**config.mk**
```make
export PLATFORM = sky130hd
export DESIGN_NAME = mux41_rr_arbiter
export DESIGN_NICKNAME = d
export VERILOG_FILES = /design/src/rtl/mux41_rr_arbiter_pkg.sv /design/src/rtl/mux41_rr_arbiter_rr_pick4.sv /design/src/rtl/mux41_rr_arbiter.sv
export SDC_FILE = /design/constraint.sdc
export NUM_CORES = 1
export LEC_CHECK = 0
export BUFFER_PORTS_ARGS = -buffer_cell sky130_fd_sc_hd__buf_2
export CAP_MARGIN = 20
export CORE_UTILIZATION = 30
export CTS_CLUSTER_DIAMETER = 100
export DETAILED_ROUTE_END_ITERATION = 16
export PLACE_DENSITY = 0.57
export SLEW_MARGIN = 20
export SYNTH_ARGS = -nofsm -noshare
export SYNTH_HDL_FRONTEND = slang
export SYNTH_SLANG_ARGS = --single-unit
export TNS_END_PERCENT = 10
```
**constraint.sdc**
```tcl
create_clock -name clk -period 4.15 [get_ports clk]
set_input_delay 0.6225 -clock clk [delete_from_list [all_inputs] [get_ports clk]]
set_output_delay 0.6225 -clock clk [all_outputs]
set_load 0.01 [all_outputs]
```
**src/rtl/mux41_rr_arbiter_pkg.sv**
```systemverilog
// Shared definitions for the 4-input round-robin mux arbiter.
//   N_REQ / SEL_W : requester count and mux-select width
//   arb_state_e   : two-state controller encoding (IDLE / GRANT)
//   arb_dbg_t     : observation bundle exporting FSM state and rotation pointer
//   onehot4       : index -> one-hot grant vector helper
package mux41_rr_arbiter_pkg;

    localparam int N_REQ = 4;
    localparam int SEL_W = 2;

    typedef enum logic {
        ST_IDLE  = 1'b0,
        ST_GRANT = 1'b1
    } arb_state_e;

    typedef struct packed {
        arb_state_e       state;
        logic [SEL_W-1:0] ptr;
    } arb_dbg_t;

    function automatic logic [N_REQ-1:0] onehot4(input logic [SEL_W-1:0] idx);
        logic [N_REQ-1:0] v;
        v = '0;
        v[idx] = 1'b1;
        return v;
    endfunction

endpackage

```
**src/rtl/mux41_rr_arbiter_rr_pick4.sv**
```systemverilog
// rr_pick4: combinational round-robin picker for four requesters.
//   req   [3:0] : request vector
//   ptr   [1:0] : highest-priority index; scan order is ptr, ptr+1, .. mod 4
//   idx   [1:0] : index of the first set request in scan order (ptr when none)
//   found       : 1 when any request bit is set
module rr_pick4
    import mux41_rr_arbiter_pkg::*;
(
    input  logic [N_REQ-1:0] req,
    input  logic [SEL_W-1:0] ptr,
    output logic [SEL_W-1:0] idx,
    output logic             found
);

    logic [SEL_W-1:0] cand;

    always_comb begin
        found = 1'b0;
        idx   = ptr;
        cand  = ptr;
        for (int i = 0; i < N_REQ; i++) begin
            // Candidate index wraps naturally in SEL_W bits.
            cand = ptr + SEL_W'(i);
            if (!found && req[cand]) begin
                found = 1'b1;
                idx   = cand;
            end
        end
    end

endmodule

```
**src/rtl/mux41_rr_arbiter.sv**
```systemverilog
// mux41_rr_arbiter: round-robin arbiter owning the select of a shared 4:1 mux.
//   clk       : clock, all state on rising edge
//   clr       : synchronous active-high reset, overrides all other inputs
//   req  [3:0]: per-source request
//   gnt  [3:0]: registered one-hot grant, zero when idle
//   sel  [1:0]: registered mux select; holds its last value while idle
//   busy      : registered, equals |gnt
//   hold_cnt  : registered count of cycles the current grant has been held
//   dbg_o     : FSM state and rotation pointer for observation
// A holder is forced off after MAX_HOLD grant cycles only when someone else
// is waiting; every grant change passes through one all-zero IDLE cycle.
module mux41_rr_arbiter
    import mux41_rr_arbiter_pkg::*;
#(
    parameter int MAX_HOLD = 8,
    parameter int CW       = 8
)(
    input  logic             clk,
    input  logic             clr,
    input  logic [N_REQ-1:0] req,
    output logic [N_REQ-1:0] gnt,
    output logic [SEL_W-1:0] sel,
    output logic             busy,
    output logic [CW-1:0]    hold_cnt,
    output arb_dbg_t         dbg_o
);

    localparam logic [CW-1:0] HOLD_LAST = CW'(MAX_HOLD - 1);

    arb_state_e       state_q, state_d;
    logic [SEL_W-1:0] ptr_q,   ptr_d;
    logic [N_REQ-1:0] gnt_q,   gnt_d;
    logic [SEL_W-1:0] sel_q,   sel_d;
    logic             busy_q,  busy_d;
    logic [CW-1:0]    hold_q,  hold_d;

    logic [SEL_W-1:0] pick_idx;
    logic             pick_found;
    logic             holder_req;
    logic             others_wait;
    logic             at_limit;

    rr_pick4 u_pick (
        .req   (req),
        .ptr   (ptr_q),
        .idx   (pick_idx),
        .found (pick_found)
    );

    assign holder_req  = req[sel_q];
    // gnt_q is one-hot at sel_q during GRANT, so this masks out the holder.
    assign others_wait = |(req & ~gnt_q);
    assign at_limit    = (hold_q == HOLD_LAST);

    always_comb begin
        state_d = state_q;
        ptr_d   = ptr_q;
        gnt_d   = gnt_q;
        sel_d   = sel_q;
        busy_d  = busy_q;
        hold_d  = hold_q;
        unique case (state_q)
            ST_IDLE: begin
                if (pick_found) begin
                    state_d = ST_GRANT;
                    gnt_d   = onehot4(pick_idx);
                    sel_d   = pick_idx;
                    busy_d  = 1'b1;
                    hold_d  = '0;
                end
            end
            ST_GRANT: begin
                // Release and preempt share one path; the holder is re-queued
                // behind everyone else by moving ptr past it.
                if (!holder_req || (at_limit && others_wait)) begin
                    state_d = ST_IDLE;
                    gnt_d   = '0;
                    busy_d  = 1'b0;
                    hold_d  = '0;
                    ptr_d   = sel_q + SEL_W'(1);
                end else if (at_limit) begin
                    hold_d = '0;
                end else begin
                    hold_d = hold_q + CW'(1);
                end
            end
            default: begin
                state_d = ST_IDLE;
            end
        endcase
    end

    always_ff @(posedge clk) begin
        if (clr) begin
            state_q <= ST_IDLE;
            ptr_q   <= '0;
            gnt_q   <= '0;
            sel_q   <= '0;
            busy_q  <= 1'b0;
            hold_q  <= '0;
        end else begin
            state_q <= state_d;
            ptr_q   <= ptr_d;
            gnt_q   <= gnt_d;
            sel_q   <= sel_d;
            busy_q  <= busy_d;
            hold_q  <= hold_d;
        end
    end

    assign gnt         = gnt_q;
    assign sel         = sel_q;
    assign busy        = busy_q;
    assign hold_cnt    = hold_q;
    assign dbg_o.state = state_q;
    assign dbg_o.ptr   = ptr_q;

endmodule

```
; Word level (Yosys, flattened, before mapping)
; Index checks and enable logic that the tools add are counted.
; W data, S select, Z words.
[op_classes]
addsub = 5
n_lt_le_gt_ge = 7
eq_ne = 3
n_mux = 32
bitwise = 3
n_reduce_logical = 14
[ops]
columns = cell, n
row1 = $mux W8, 3
row2 = $lt A2 B3 Y1 const B, 6
row3 = $pmux W8 S2, 1
row4 = $mux W1, 14
row5 = $bmux W1 S2, 5
row6 = $add A8 B1 Y8 const B, 1
row7 = $eq A8 B3 Y1 const B, 1
row8 = $mux W4, 2
row9 = $pmux W4 S2, 1
row10 = $mux W2, 3
row11 = $reduce_and A2 Y1, 3
row12 = $logic_and A1 B1 Y1, 5
row13 = $add A2 B1 Y2 const B, 2
row14 = $add A2 B2 Y2 const B, 2
row15 = $and A4 B4 Y4, 1
row16 = $logic_not A1 Y1, 4
row17 = $not A4 Y4, 1
row18 = $pmux W1 S2, 2
row19 = $reduce_or A4 Y1, 1
row20 = $demux W1 S2, 1
row21 = $ge A2 B1 Y1 const B, 1
row22 = $ne A2 B1 Y1 const B, 1
row23 = $ne A2 B2 Y1 const B, 1
row24 = $logic_or A1 B1 Y1, 1
row25 = $not A1 Y1, 1
[word_totals]
regBits = 18
input_bits = 6

; Logic depth before layout (Yosys ltp)
[depth]
depth_word = 18
ltp_mapped = 6
mapped_depth_nobuf = 6

; By module
; From an unflattened synthesis, not the netlist that was laid out.
[unflattened]
cells_unflattened = 119
area_unflattened_um2 = 983.4
[by_module_without_submodules]
columns = module, n_inst, cells_per_inst, area_each_um2, seq_area_each_um2
row1 = mux41_rr_arbiter, 1, 103, 887.1, 360.3
row2 = rr_pick4, 1, 16, 96.3, 0.0

; Least setup slack after synthesis
; No wires, ideal clock.
[synth_timing]
path_type = register to register
startpoint = reg hold_q[0] (netlist: hold_cnt[0])
endpoint = reg ptr_q[0]
setup_ns = 0.121
t_arrival_ns = 1.734
path_slack_ns = 2.295
stages_incl_launch_ff = 7
n_path_buf = 0
period_less_slack_ns = 1.855
cell_sequence = dfxtp_1 ha_1 nand4bb_1 nor4_4 nand2_1 a21boi_2 mux2_2
[synth_via]
elab_chain_len = 4
[synth_rtl]
columns = element, line_no
row1 = from (decl), mux41_rr_arbiter.sv:35  ; logic [CW-1:0] hold_q, hold_d;
row2 = from (signal assigned), mux41_rr_arbiter.sv:107  ; hold_q <= hold_d;
row3 = $eq A8 B3 Y1, mux41_rr_arbiter.sv:53  ; assign at_limit = (hold_q == HOLD_LAST);
row4 = $logic_and A1 B1 Y1, mux41_rr_arbiter.sv:75  ; if (!holder_req || (at_limit && others_wait)) begin
row5 = $logic_or A1 B1 Y1, mux41_rr_arbiter.sv:75
row6 = $reduce_and A2 Y1 (no line), n/a
row7 = to (signal assigned), mux41_rr_arbiter.sv:103  ; ptr_q <= ptr_d;
row8 = to (decl), mux41_rr_arbiter.sv:31  ; logic [SEL_W-1:0] ptr_q, ptr_d;
; Every way passes these cells.
; A chain may end at the register's enable or synchronous reset.

; Worst setup path in the final report
[layout_timing]
startpoint = reg hold_q[0] (netlist: hold_cnt[0])
endpoint = reg ptr_q[1]
; Same word-level chain as after synthesis.

==> results.md <==
* Critical-path top delay cell: dfxtp_1
* Clock slew at reported path FFs at 0.10 ns
* P_leak at 0.512 nW
* Cts bufs inserted at 3
* DP HPWL at 1.60 mm
* Crit path setup slack, layout at 2.15 ns
* Post-synthesis area per instance at 8.57 sq um
* Drt first pass iters at 4
* Largest net degree at the start of global routing at 19
* Post_cts resized at 0
* Post-synth EDFFs at 0
* Io pins at 24
* Vias in the first global route at 818
* Cell row count at 20
* CP startpoint: hold_cnt[0]
* Routability cong. at 0.762
* WP data arrival at 2.19 ns
* Syn_nets at 125
* CP Cell Sequence: ha_1 -> nand4bb_1 -> nor4_4 -> nand2_1 -> a21boi_2 -> mux2_2
* Synth area leaders: dfxtp_1 (36%), nor2_1 (4.5%), a21oi_1 (4.0%), nor2b_1 (3.7%), a22o_1 (3.5%)
* Via Count at 929
* Avg Vias per Cell at 5.05
* Clock share of power at 28.7%
* Async S/R FF share, synth at 0%
* CP max stage delay at 0.43 ns
* Area occupied by multi-input gates at 599 sq um
* Worst EP required at 4.34 ns
* Clk_skew at 0.00423 ns
* Crit Path Max Fanout at 6
* Cell Int Power at 0.000268 W
* Slew at the pin closest to its max-slew limit at 0.542 ns
* Hold crit path type: flip-flop to flip-flop
* Yosys reg bits at 18
* DIE WIDTH at 60.1 um
* Flop pwr share at 52.1%
* PD cells at 314 nW/um^2
* Die area at 3610 sq um
* Buffers on Ports at 23
* Detail Route Antenna Nets at 0
* Drt first-iter violations at 18
* Diodes inserted at 0
* Most frequent cells in the layout: buf_2 (23), dfxtp_1 (18), nor2_1 (12)
* Synthesized cell area at 1010 sq um
* Max Slew Vio Count at 0
* Pre-CTS setup slack at 1.90 ns
* GR Overflow Total at 0
* Clock Latency Late Sink at 0.29 ns
* CTS tree: yes
* Area leader, netlist: dfxtp_1
* Die Height at 60.1 um
* Post-CTS Setup Inserts at 0
* TNS Setup at 0 ns
* Fmax at 0.500 GHz
* Synth unique cells at 42
* Worst Path Class, Setup: flip-flop to flip-flop
* Area share of the largest cell type after synthesis at 35.6%
* Yosys warnings at 0
* DR DRC count at 0
* Reg area at 360 sq um
* Core ar. at 3130 sq um
* Global-route wire length before repair at 3.49 mm
* Layout cells sized above 1 at 25.0%
* CTS Root Cell: clkbuf_4
* CTS H-tree lvls at 1
* Hold_buf cts at 0
* RSZ-0062 raised after global routing: false
* Max IR drop VDD at 0.156 mV
* Area Overhead vs Synth at 17.2%
* Rel. slew slack at 63.8%
* Sw power at 0.000104 W
* Period utilization at 48.2%
* Number of max-cap violations at 0
* Critical Path Start Type: flip-flop
* Top_reg_cell synth: dfxtp_1
* FF-to-FF Start: hold_cnt[0]
* Outcome: finished clean
* GRT Util Overall at 12.9%
* Final setup vio count at 0
* Starting Density at 32.3%
* WL final at 2.10 mm
* FF-to-FF setup slack at 2.15 ns
* Critical Path End Type: flip-flop
* Mapped Cells at 118
* Final net count at 148
* CTS max path bufs at 2
* Final Hold Viols at 0
* Critical hold path startpoint: gnt[3]
* Tmin final at 2.00 ns
* Initial antenna violation count at 0
* Combinational power share at 19.1%
* Final Util at 37.9%
* Sequential area share after synthesis at 35.6%
* Commonest non-fill, non-tap cell in the layout: buf_2
* DR WL/cell at 11.4 um
* Fillers at 318
* CTS sink count at 18
* Switch share at 28.0%
==> power groups by stage <==
stage	clock [W]	combinational, W	sequential [W]
floorplan	0	0.0000491	0.000199
global placement	0	0.0000707	0.000198
detailed placement	0	0.0000711	0.000198
CTS	0.000112	0.0000717	0.000194
global route	0.000116	0.0000799	0.000196
finish	0.000107	0.0000711	0.000194
==> Yosys cell counts (2+ instances only) <==
cell type	count
dfxtp_1	18
nor3_1	7
xnor2_1	2
nand2_1	7
nor2_1	12
xor2_1	2
o21ai_0	5
mux2i_1	3
or2b_1	2
a21oi_1	8
inv_1	5
nand2b_1	3
o32ai_1	2
mux2_2	2
nor2b_1	6
nand3_1	3
buf_4	2
nor4_1	2
a22o_1	4
==> area by class of cell <==
type                       instances  area share, %
tap                               44           4.65
timing repair buffer              23           9.71
sequential                        18           30.4
clock buffer                       4           3.06
multi-input combinational         90           50.6
inverter                           5           1.58
==> worst paths after layout <==
kind                    to  cells after the start
setup / recovery  ptr_q[1]                      6
hold / removal      gnt[3]                      2
setup reg to reg  ptr_q[1]                      6
hold reg to reg     gnt[3]                      2
==> metrics by stage <==
step	hold WS [ns]	cell area [sq um]	total power, W	cells
floorplan	0.505	1010	0.000248	118
global placement	0.476	1150	0.000268	180
detailed placement	0.490	1150	0.000269	180
CTS	0.511	1180	0.000377	184
global route	0.520	1180	0.000392	184
finish	0.501	1180	0.000372	184
==> registers in the layout, indices dropped and copies added (netlist names) <==
signal / count
sel: 2
gnt: 4
ptr_q: 2
busy: 1
hold_cnt: 8
state_q: 1
==> critical path: cells and delay by family, from the launching register on <==
| family | cells | cell delay [ns] |
|---|---|---|
| mux | 1 | 0.36 |
| fa+ha+maj | 1 | 0.25 |
| flops | 1 | 0.43 |
| simple gates | 3 | 0.62 |
| compound gates | 1 | 0.24 |
==> routing by layer <==
metal / up-vias / wire length (um) / GRT usage [%]
li1: 468 / - / -
met1: 428 / 999 / 15.2
met3: 2 / 112 / 4.55
met4: 0 / 12 / 1.99
met5: - / 0 / 0
met2: 31 / 977 / 22.9
==> kinds of logic after synthesis <==
kind of cell    count (synthesis)  share of synthesized area, %
flops                          18                          35.6
simple gates                   50                          28.7
mux                             5                          5.20
xor+xnor                        4                          3.47
buf+inv                        10                          5.07
compound gates                 30                          20.7
fa+ha+maj                       1                          1.24
Note: power is estimated with default switching activity, not from simulation.
